`config.mk`:
```
export PLATFORM = sky130hd
export DESIGN_NAME = instr_fetch
export DESIGN_NICKNAME = d
export VERILOG_FILES = /design/src/rtl/gpu_pkg.sv /design/src/rtl/instr_fifo.sv /design/src/rtl/instr_fetch.sv
export SDC_FILE = /design/constraint.sdc
export NUM_CORES = 1
export LEC_CHECK = 0
export ABC_AREA = 1
export ABC_CLOCK_PERIOD_IN_PS = 6200
export CORE_ASPECT_RATIO = 0.75
export CORE_UTILIZATION = 35
export DETAILED_ROUTE_END_ITERATION = 10
export HOLD_SLACK_MARGIN = 0.12
export SLEW_MARGIN = 10
export SYNTH_ARGS = -nofsm -noshare
export SYNTH_HDL_FRONTEND = slang
export SYNTH_HIERARCHICAL = 1
export SYNTH_SLANG_ARGS = --single-unit
export TNS_END_PERCENT = 100
```
`constraint.sdc`:
```
create_clock -name clk_in -period 6.2 [get_ports clk_in]
set_input_delay 1.86 -clock clk_in [delete_from_list [all_inputs] [get_ports clk_in]]
set_output_delay 1.86 -clock clk_in [all_outputs]
set_load 0.01 [all_outputs]
```
`src/rtl/gpu_pkg.sv`:
```
// Shared types for the instruction fetch path and the controller that consumes it.
package gpu_pkg;

    localparam int INSTRUCTION_WIDTH = 32;
    localparam int INSTRUCTION_COUNT = 8;
    localparam int PC_WIDTH          = $clog2(INSTRUCTION_COUNT + 1);

    typedef enum logic [1:0] {
        S_IDLE  = 2'd0,
        S_FETCH = 2'd1,
        S_END   = 2'd2
    } fetch_state_t;

    typedef struct packed {
        logic [INSTRUCTION_WIDTH-1:0] instr;
        logic [PC_WIDTH-1:0]          pc;
    } fetch_entry_t;

endpackage

```
`src/rtl/instr_fifo.sv`:
```
// Synchronous FIFO with flush, occupancy count and full/empty flags.
module instr_fifo #(
    parameter int WIDTH = 8,
    parameter int DEPTH = 4
) (
    input  logic                       clk_in,
    input  logic                       rst_in,
    input  logic                       flush_in,
    input  logic                       push_in,
    input  logic [WIDTH-1:0]           push_data_in,
    input  logic                       pop_in,
    output logic [WIDTH-1:0]           head_out,
    output logic [$clog2(DEPTH+1)-1:0] count_out,
    output logic                       empty_out,
    output logic                       full_out
);
    import gpu_pkg::*;

    localparam int PTRW = $clog2(DEPTH);
    localparam int CNTW = $clog2(DEPTH + 1);

    logic [WIDTH-1:0] mem [DEPTH];
    logic [PTRW-1:0]  wr_ptr;
    logic [PTRW-1:0]  rd_ptr;
    logic [CNTW-1:0]  count;
    logic             do_push;
    logic             do_pop;

    assign empty_out = (count == '0);
    assign full_out  = (count == CNTW'(DEPTH));
    assign count_out = count;
    assign head_out  = mem[rd_ptr];
    assign do_push   = push_in && (!full_out || pop_in);
    assign do_pop    = pop_in && !empty_out;

    always_ff @(posedge clk_in or posedge rst_in) begin
        if (rst_in) begin
            wr_ptr <= '0;
            rd_ptr <= '0;
            count  <= '0;
        end else if (flush_in) begin
            wr_ptr <= '0;
            rd_ptr <= '0;
            count  <= '0;
        end else begin
            if (do_push) wr_ptr <= wr_ptr + PTRW'(1);
            if (do_pop)  rd_ptr <= rd_ptr + PTRW'(1);
            case ({do_push, do_pop})
                2'b10:   count <= count + CNTW'(1);
                2'b01:   count <= count - CNTW'(1);
                default: count <= count;
            endcase
        end
    end

    always_ff @(posedge clk_in) begin
        if (do_push && !flush_in) mem[wr_ptr] <= push_data_in;
    end

    // The fetch credit scheme must make a push into a full, non-draining FIFO impossible.
    assert property (@(posedge clk_in) disable iff (rst_in)
        !(push_in && full_out && !pop_in && !flush_in));

endmodule

```
`src/rtl/instr_fetch.sv`:
```
// Credit-limited instruction fetch: issues BRAM reads, tracks them in flight and buffers results.
//  state   | meaning
//  S_IDLE  | waiting for start_in; done_out held after a completed program
//  S_FETCH | issuing reads while buffer + in-flight credit allows
//  S_END   | all addresses issued; draining in-flight reads and buffer
module instr_fetch #(
    parameter int INSTRUCTION_WIDTH = gpu_pkg::INSTRUCTION_WIDTH,
    parameter int INSTRUCTION_COUNT = 8,
    parameter int BRAM_LATENCY      = 2,
    parameter int FIFO_DEPTH        = 4
) (
    input  logic                                   clk_in,
    input  logic                                   rst_in,
    input  logic                                   start_in,
    input  logic                                   redirect_in,
    input  logic [$clog2(INSTRUCTION_COUNT+1)-1:0] redirect_pc_in,
    output logic [$clog2(INSTRUCTION_COUNT)-1:0]   bram_addr_out,
    output logic                                   bram_en_out,
    input  logic [INSTRUCTION_WIDTH-1:0]           bram_data_in,
    output logic [INSTRUCTION_WIDTH-1:0]           instr_out,
    output logic [$clog2(INSTRUCTION_COUNT+1)-1:0] pc_out,
    output logic                                   instr_valid_out,
    input  logic                                   instr_ready_in,
    output logic                                   done_out
);
    import gpu_pkg::*;

    localparam int PW  = $clog2(INSTRUCTION_COUNT + 1);
    localparam int AW  = $clog2(INSTRUCTION_COUNT);
    localparam int CW  = $clog2(FIFO_DEPTH + BRAM_LATENCY + 1);
    localparam int FCW = $clog2(FIFO_DEPTH + 1);
    localparam int EW  = INSTRUCTION_WIDTH + PW;
    localparam logic [PW-1:0] PC_LAST = PW'(INSTRUCTION_COUNT);

    fetch_state_t          state;
    logic [PW-1:0]         fetch_pc;
    logic [BRAM_LATENCY-1:0] infl_valid;
    logic [PW-1:0]         infl_pc [BRAM_LATENCY];
    logic [CW-1:0]         infl_count;
    logic [CW-1:0]         credit_used;
    logic [FCW-1:0]        fifo_count;
    logic                  fifo_empty;
    logic                  fifo_full;
    logic [EW-1:0]         head_entry;
    logic                  issue;
    logic                  arrive;
    logic                  pop;

    always_comb begin
        infl_count = '0;
        for (int i = 0; i < BRAM_LATENCY; i++) begin
            infl_count = infl_count + CW'(infl_valid[i]);
        end
        credit_used = infl_count + CW'(fifo_count);
    end

    // Reads in flight already own a FIFO slot, so the buffer can never overflow.
    assign issue = (state == S_FETCH) && (fetch_pc < PC_LAST) && !fifo_full
                   && (credit_used < CW'(FIFO_DEPTH)) && !redirect_in;

    assign bram_en_out     = issue;
    assign bram_addr_out   = fetch_pc[AW-1:0];
    assign arrive          = infl_valid[BRAM_LATENCY-1] && !redirect_in;
    assign instr_valid_out = !fifo_empty;
    assign pop             = instr_valid_out && instr_ready_in;
    assign instr_out       = instr_valid_out ? head_entry[EW-1:PW] : '0;
    assign pc_out          = instr_valid_out ? head_entry[PW-1:0] : '0;

    always_ff @(posedge clk_in or posedge rst_in) begin
        if (rst_in) begin
            infl_valid <= '0;
            for (int i = 0; i < BRAM_LATENCY; i++) infl_pc[i] <= '0;
        end else begin
            for (int i = BRAM_LATENCY - 1; i > 0; i--) begin
                infl_valid[i] <= infl_valid[i-1] && !redirect_in;
                infl_pc[i]    <= infl_pc[i-1];
            end
            infl_valid[0] <= issue;
            infl_pc[0]    <= fetch_pc;
        end
    end

    always_ff @(posedge clk_in or posedge rst_in) begin
        if (rst_in) begin
            state    <= S_IDLE;
            fetch_pc <= '0;
            done_out <= 1'b0;
        end else if (redirect_in) begin
            fetch_pc <= redirect_pc_in;
            state    <= (redirect_pc_in >= PC_LAST) ? S_END : S_FETCH;
            done_out <= 1'b0;
        end else begin
            case (state)
                S_IDLE: begin
                    if (start_in) begin
                        state    <= S_FETCH;
                        fetch_pc <= '0;
                        done_out <= 1'b0;
                    end
                end
                S_FETCH: begin
                    if (issue) fetch_pc <= fetch_pc + PW'(1);
                    if (fetch_pc >= PC_LAST) state <= S_END;
                end
                S_END: begin
                    if (fifo_empty && (infl_valid == '0)) begin
                        state    <= S_IDLE;
                        done_out <= 1'b1;
                    end
                end
                default: state <= S_IDLE;
            endcase
        end
    end

    instr_fifo #(
        .WIDTH(EW),
        .DEPTH(FIFO_DEPTH)
    ) u_fifo (
        .clk_in      (clk_in),
        .rst_in      (rst_in),
        .flush_in    (redirect_in),
        .push_in     (arrive),
        .push_data_in({bram_data_in, infl_pc[BRAM_LATENCY-1]}),
        .pop_in      (pop),
        .head_out    (head_entry),
        .count_out   (fifo_count),
        .empty_out   (fifo_empty),
        .full_out    (fifo_full)
    );

endmodule

```
==> flow_summary.yaml <==
status:
  run_status: "completed"
power_and_ir_drop:
  swShare_pct: 32.2
  irDropWorstVdd_mv: 0.219
  clock_power_share_pct: 29.9
  switching_power_uw: 1070
  leak_pwr_uw: 0.00321
  power_density_nw_per_um2: 386
  seqPwrFrac_pct: 41.0
  share_comb_of_total_power_pct: 29.1
  cell_internal_pwr_uw: 2250
min_path:
  min_from: "infl_pc[4]"
  timing.hold.worst_path_depth: 0
  kind_of_path_behind_the_tightest_hold_check: "reg -> reg"
  worstHoldEndpoint: "infl_pc[0]"
clocking:
  worst_setup_hold_path_clk_slew_ps: 60
  clk-insertion-delay-late_ps: 420
  clock_tree_from_tritoncts: "done"
  post_cts_hold_buffer_count: 0
  post_cts_resized: 0
  cts_buffers: 17
  cts.htree.levels: 4
  clock_tree_root_driver_cell: "clkbuf_16"
  cts.repair_timing.setup_buffer_count: 0
  cts.sinks: 168
  clockBufferDepth: 2
logic_synthesis:
  synth_compound_area_share_pct: 9.29
  syn-cell-area_um2: 6980
  synth_area_leaders: "edfxtp_1 (62%), dfrtp_1 (8.6%), nor2_1 (6.7%), o21ai_0 (4.6%), inv_1 (3.4%)"
  synthMuxAreaShare_pct: 0
  largest_family_of_logic_cells_by_synthesized_area: "simple AND/OR/NAND/NOR gates"
  postSynthCellCount: 593
  yosysUniqueCellTypes: 33
  yosys.area_share.adder_pct: 1.54
  postSynthNetCount: 642
  synth.top_cell.area_share_pct: 62.0
  synth_xor_area_share_pct: 0.251
  synth_simple_gate_area_share_pct: 11.9
  yosysTopAreaCell: "edfxtp_1"
  ys.warnings.count: 6
  synth_sequential_area_ratio_pct: 70.6
  postSynthRegisterBits: 168
  avgSynthCellArea_um2: 11.8
layout:
  fillerInstances: 1792
  post_layout_net_count: 721
  final_layout_size_suffix_gt1_share_pct: 9.78
  number_of_standard_cells_in_the_final_layout_excluding_fillers: 938
  antenna_cells_inserted: 0
  areaGrowthSynthToFinish_pct: 23.2
placed_design:
  place_congestion: 0.796
  dp_hpwl_um: 8680
  placement.io_buffers: 82
  number_of_cells_in_the_design_after_placement: 906
routing:
  vias: 4515
  remaining_drc_errors: 0
  ant_nets: 0
  drtPass1Iterations: 5
  drtIter0Drc: 252
  route.detailed.vias_per_inst: 4.81
  wirelength_um: 14400
  wl_per_cell_um: 15.4
worst_setup_path:
  crit_family: "buffers and inverters"
  critical_path.reg2reg.endpoint: "u_fifo/mem[1][26]"
  startpoint_type: "input pin"
  timing.rr.start: "u_fifo/count_out[0]"
  max_stage_delay_ps: 550
  slowest_stage: "clkdlybuf4s50_1"
  worstSetupPathType: "in -> out"
  arrival_ps: 3160
  worst_r2r_path_depth: 8
  rrSetupSlack_ps: 2850
  path_max_fanout: 15
  crit_top_cell: "clkdlybuf4s50_1"
  worst-path-buf-inv: 3
  cp-end-kind: "output pin"
  crit_path_cell_trace: "clkdlybuf4s50_1 > buf_4 > nor2_1 > clkdlybuf4s50_1"
  timing.critical_path.required_ps: 4340
global_route:
  overflow: 0
  grt_max_degree: 74
  grt_first_pass_wirelength_um: 23400
  grt_antenna_before_repair: 0
  groute.usage.overall_pct: 15.1
  number_of_global_route_vias_before_repair: 4506
floorplanning:
  placement_rows: 44
  design.core.area_um2: 19400
  io_pins: 83
  die_height_um: 124
  design.die.area_um2: 20500
  dieWidth_um: 165
  initial_core_util_pct: 35.9
timing:
  setup_viol: 0
  timing.slew.headroom_pct: 48.7
  clock_skew_ps: 4.92
  worst_slew_pin_slew_ps: 768
  maxClockFrequency_mhz: 199
  fin_crit_ps: 5020
  setup_total_negative_slack_ps: 0
  timing_hold_violations_final: 0
  slew_viol_final: 0
  finalCritPeriodShare_pct: 80.9
  grt_setup_unrepaired: "no"
flow_run:
  maxCapViolations: 0
==> routing by layer <==
metal	GRT usage, %	part of all wire [%]	up-vias
met2	24.8	50	100
li1	-	-	2200
met4	4.10	0.87	0
met3	4.13	4.8	13
met1	19.6	45	2202
met5	0	0	-
==> registers in the layout, summed over array words and instances, names as in the netlist <==
name	count
u_fifo/wr_ptr	2
u_fifo/count_out	3
done_out	1
fetch_pc	4
u_fifo/rd_ptr	2
state	2
infl_pc	8
infl_valid	2
u_fifo/mem	144
==> cells in the mapped netlist, drive strengths merged <==
master,instances
nand2,44
clkbuf,6
dfrtp,24
xnor2,1
a21oi,2
o21ai,78
inv,70
a21boi,1
buf,24
nand3b,1
nand3,20
nand4,1
edfxtp,144
clkinv,1
o22ai,36
xor2,1
fa,1
nor2,127
nor3,4
ha,7
==> cell usage in the layout (no fill, tap or decap), drive strengths merged <==
cell type and instances:
nor2 127, clkdlybuf4s50 82, o21ai 78, nand3 20
dfrtp 24, inv 77, fa 1, clkinv 6
xor2 1, edfxtp 144, buf 8, a21boi 1
nand2 44, clkbuf 18, a21oi 2, nor3 4
o22ai 36, ha 7, nand4 1, xnor2 1
clkinvlp 2, nand3b 1
==> power groups by stage <==
stage               logic [µW]  registers, µW  clock network (µW)
floorplan                  573           1370                   0
finish                     967           1360                 993
CTS                        986           1370                1010
global route              1080           1380                1060
global placement           966           1390                   0
detailed placement         980           1390                   0
==> cell type report <==
| class | count | area [µm²] | share of cell area (%) |
|---|---|---|---|
| Multi-Input combinational cell | 324 | 1630 | 19.0 |
| Clock inverter | 14 | 135 | 1.57 |
| Inverter | 71 | 282 | 3.27 |
| Timing Repair Buffer | 90 | 881 | 10.2 |
| Tap cell | 253 | 317 | 3.68 |
| Clock buffer | 18 | 429 | 4.99 |
| Sequential cell | 168 | 4930 | 57.3 |
==> how the worst max path moves through the flow <==
stage,startpoint,to,slack [ps],cells past startpoint
2_1_floorplan,instr_ready_in,u_fifo/mem[0][0],1780,5
3_3_place_gp,redirect_in,bram_en_out,1190,4
3_5_place_dp,redirect_in,bram_en_out,1160,4
4_1_cts,redirect_in,bram_en_out,1170,4
5_1_grt,redirect_in,bram_en_out,1090,4
6_report,redirect_in,bram_en_out,1180,4
==> cells by family (layout without fill, tap and decap cells) <==
group                    after synthesis  in the layout
AO/OA/AOI/OAI                        117            117
XOR/XNOR                               2              2
adder cells (fa/ha/maj)                8              8
buffers and inverters                101            193
flip-flops                           168            168
AND/OR/NAND/NOR                      197            197
==> metrics by stage <==
stage | total power (µW) | hold WS, ps | setup WS, ps | cell area, µm² | util (%)
2_1_floorplan | 1950 | 331 | 1780 | 6980 | -
3_3_place_gp | 2350 | 337 | 1190 | 8040 | 41.3
3_5_place_dp | 2370 | 336 | 1160 | 8040 | 41.3
4_1_cts | 3360 | 351 | 1170 | 8600 | 44.3
5_1_grt | 3510 | 357 | 1090 | 8600 | 44.3
6_report | 3320 | 348 | 1180 | 8600 | 44.3
Power figures use the tool's default switching activity.
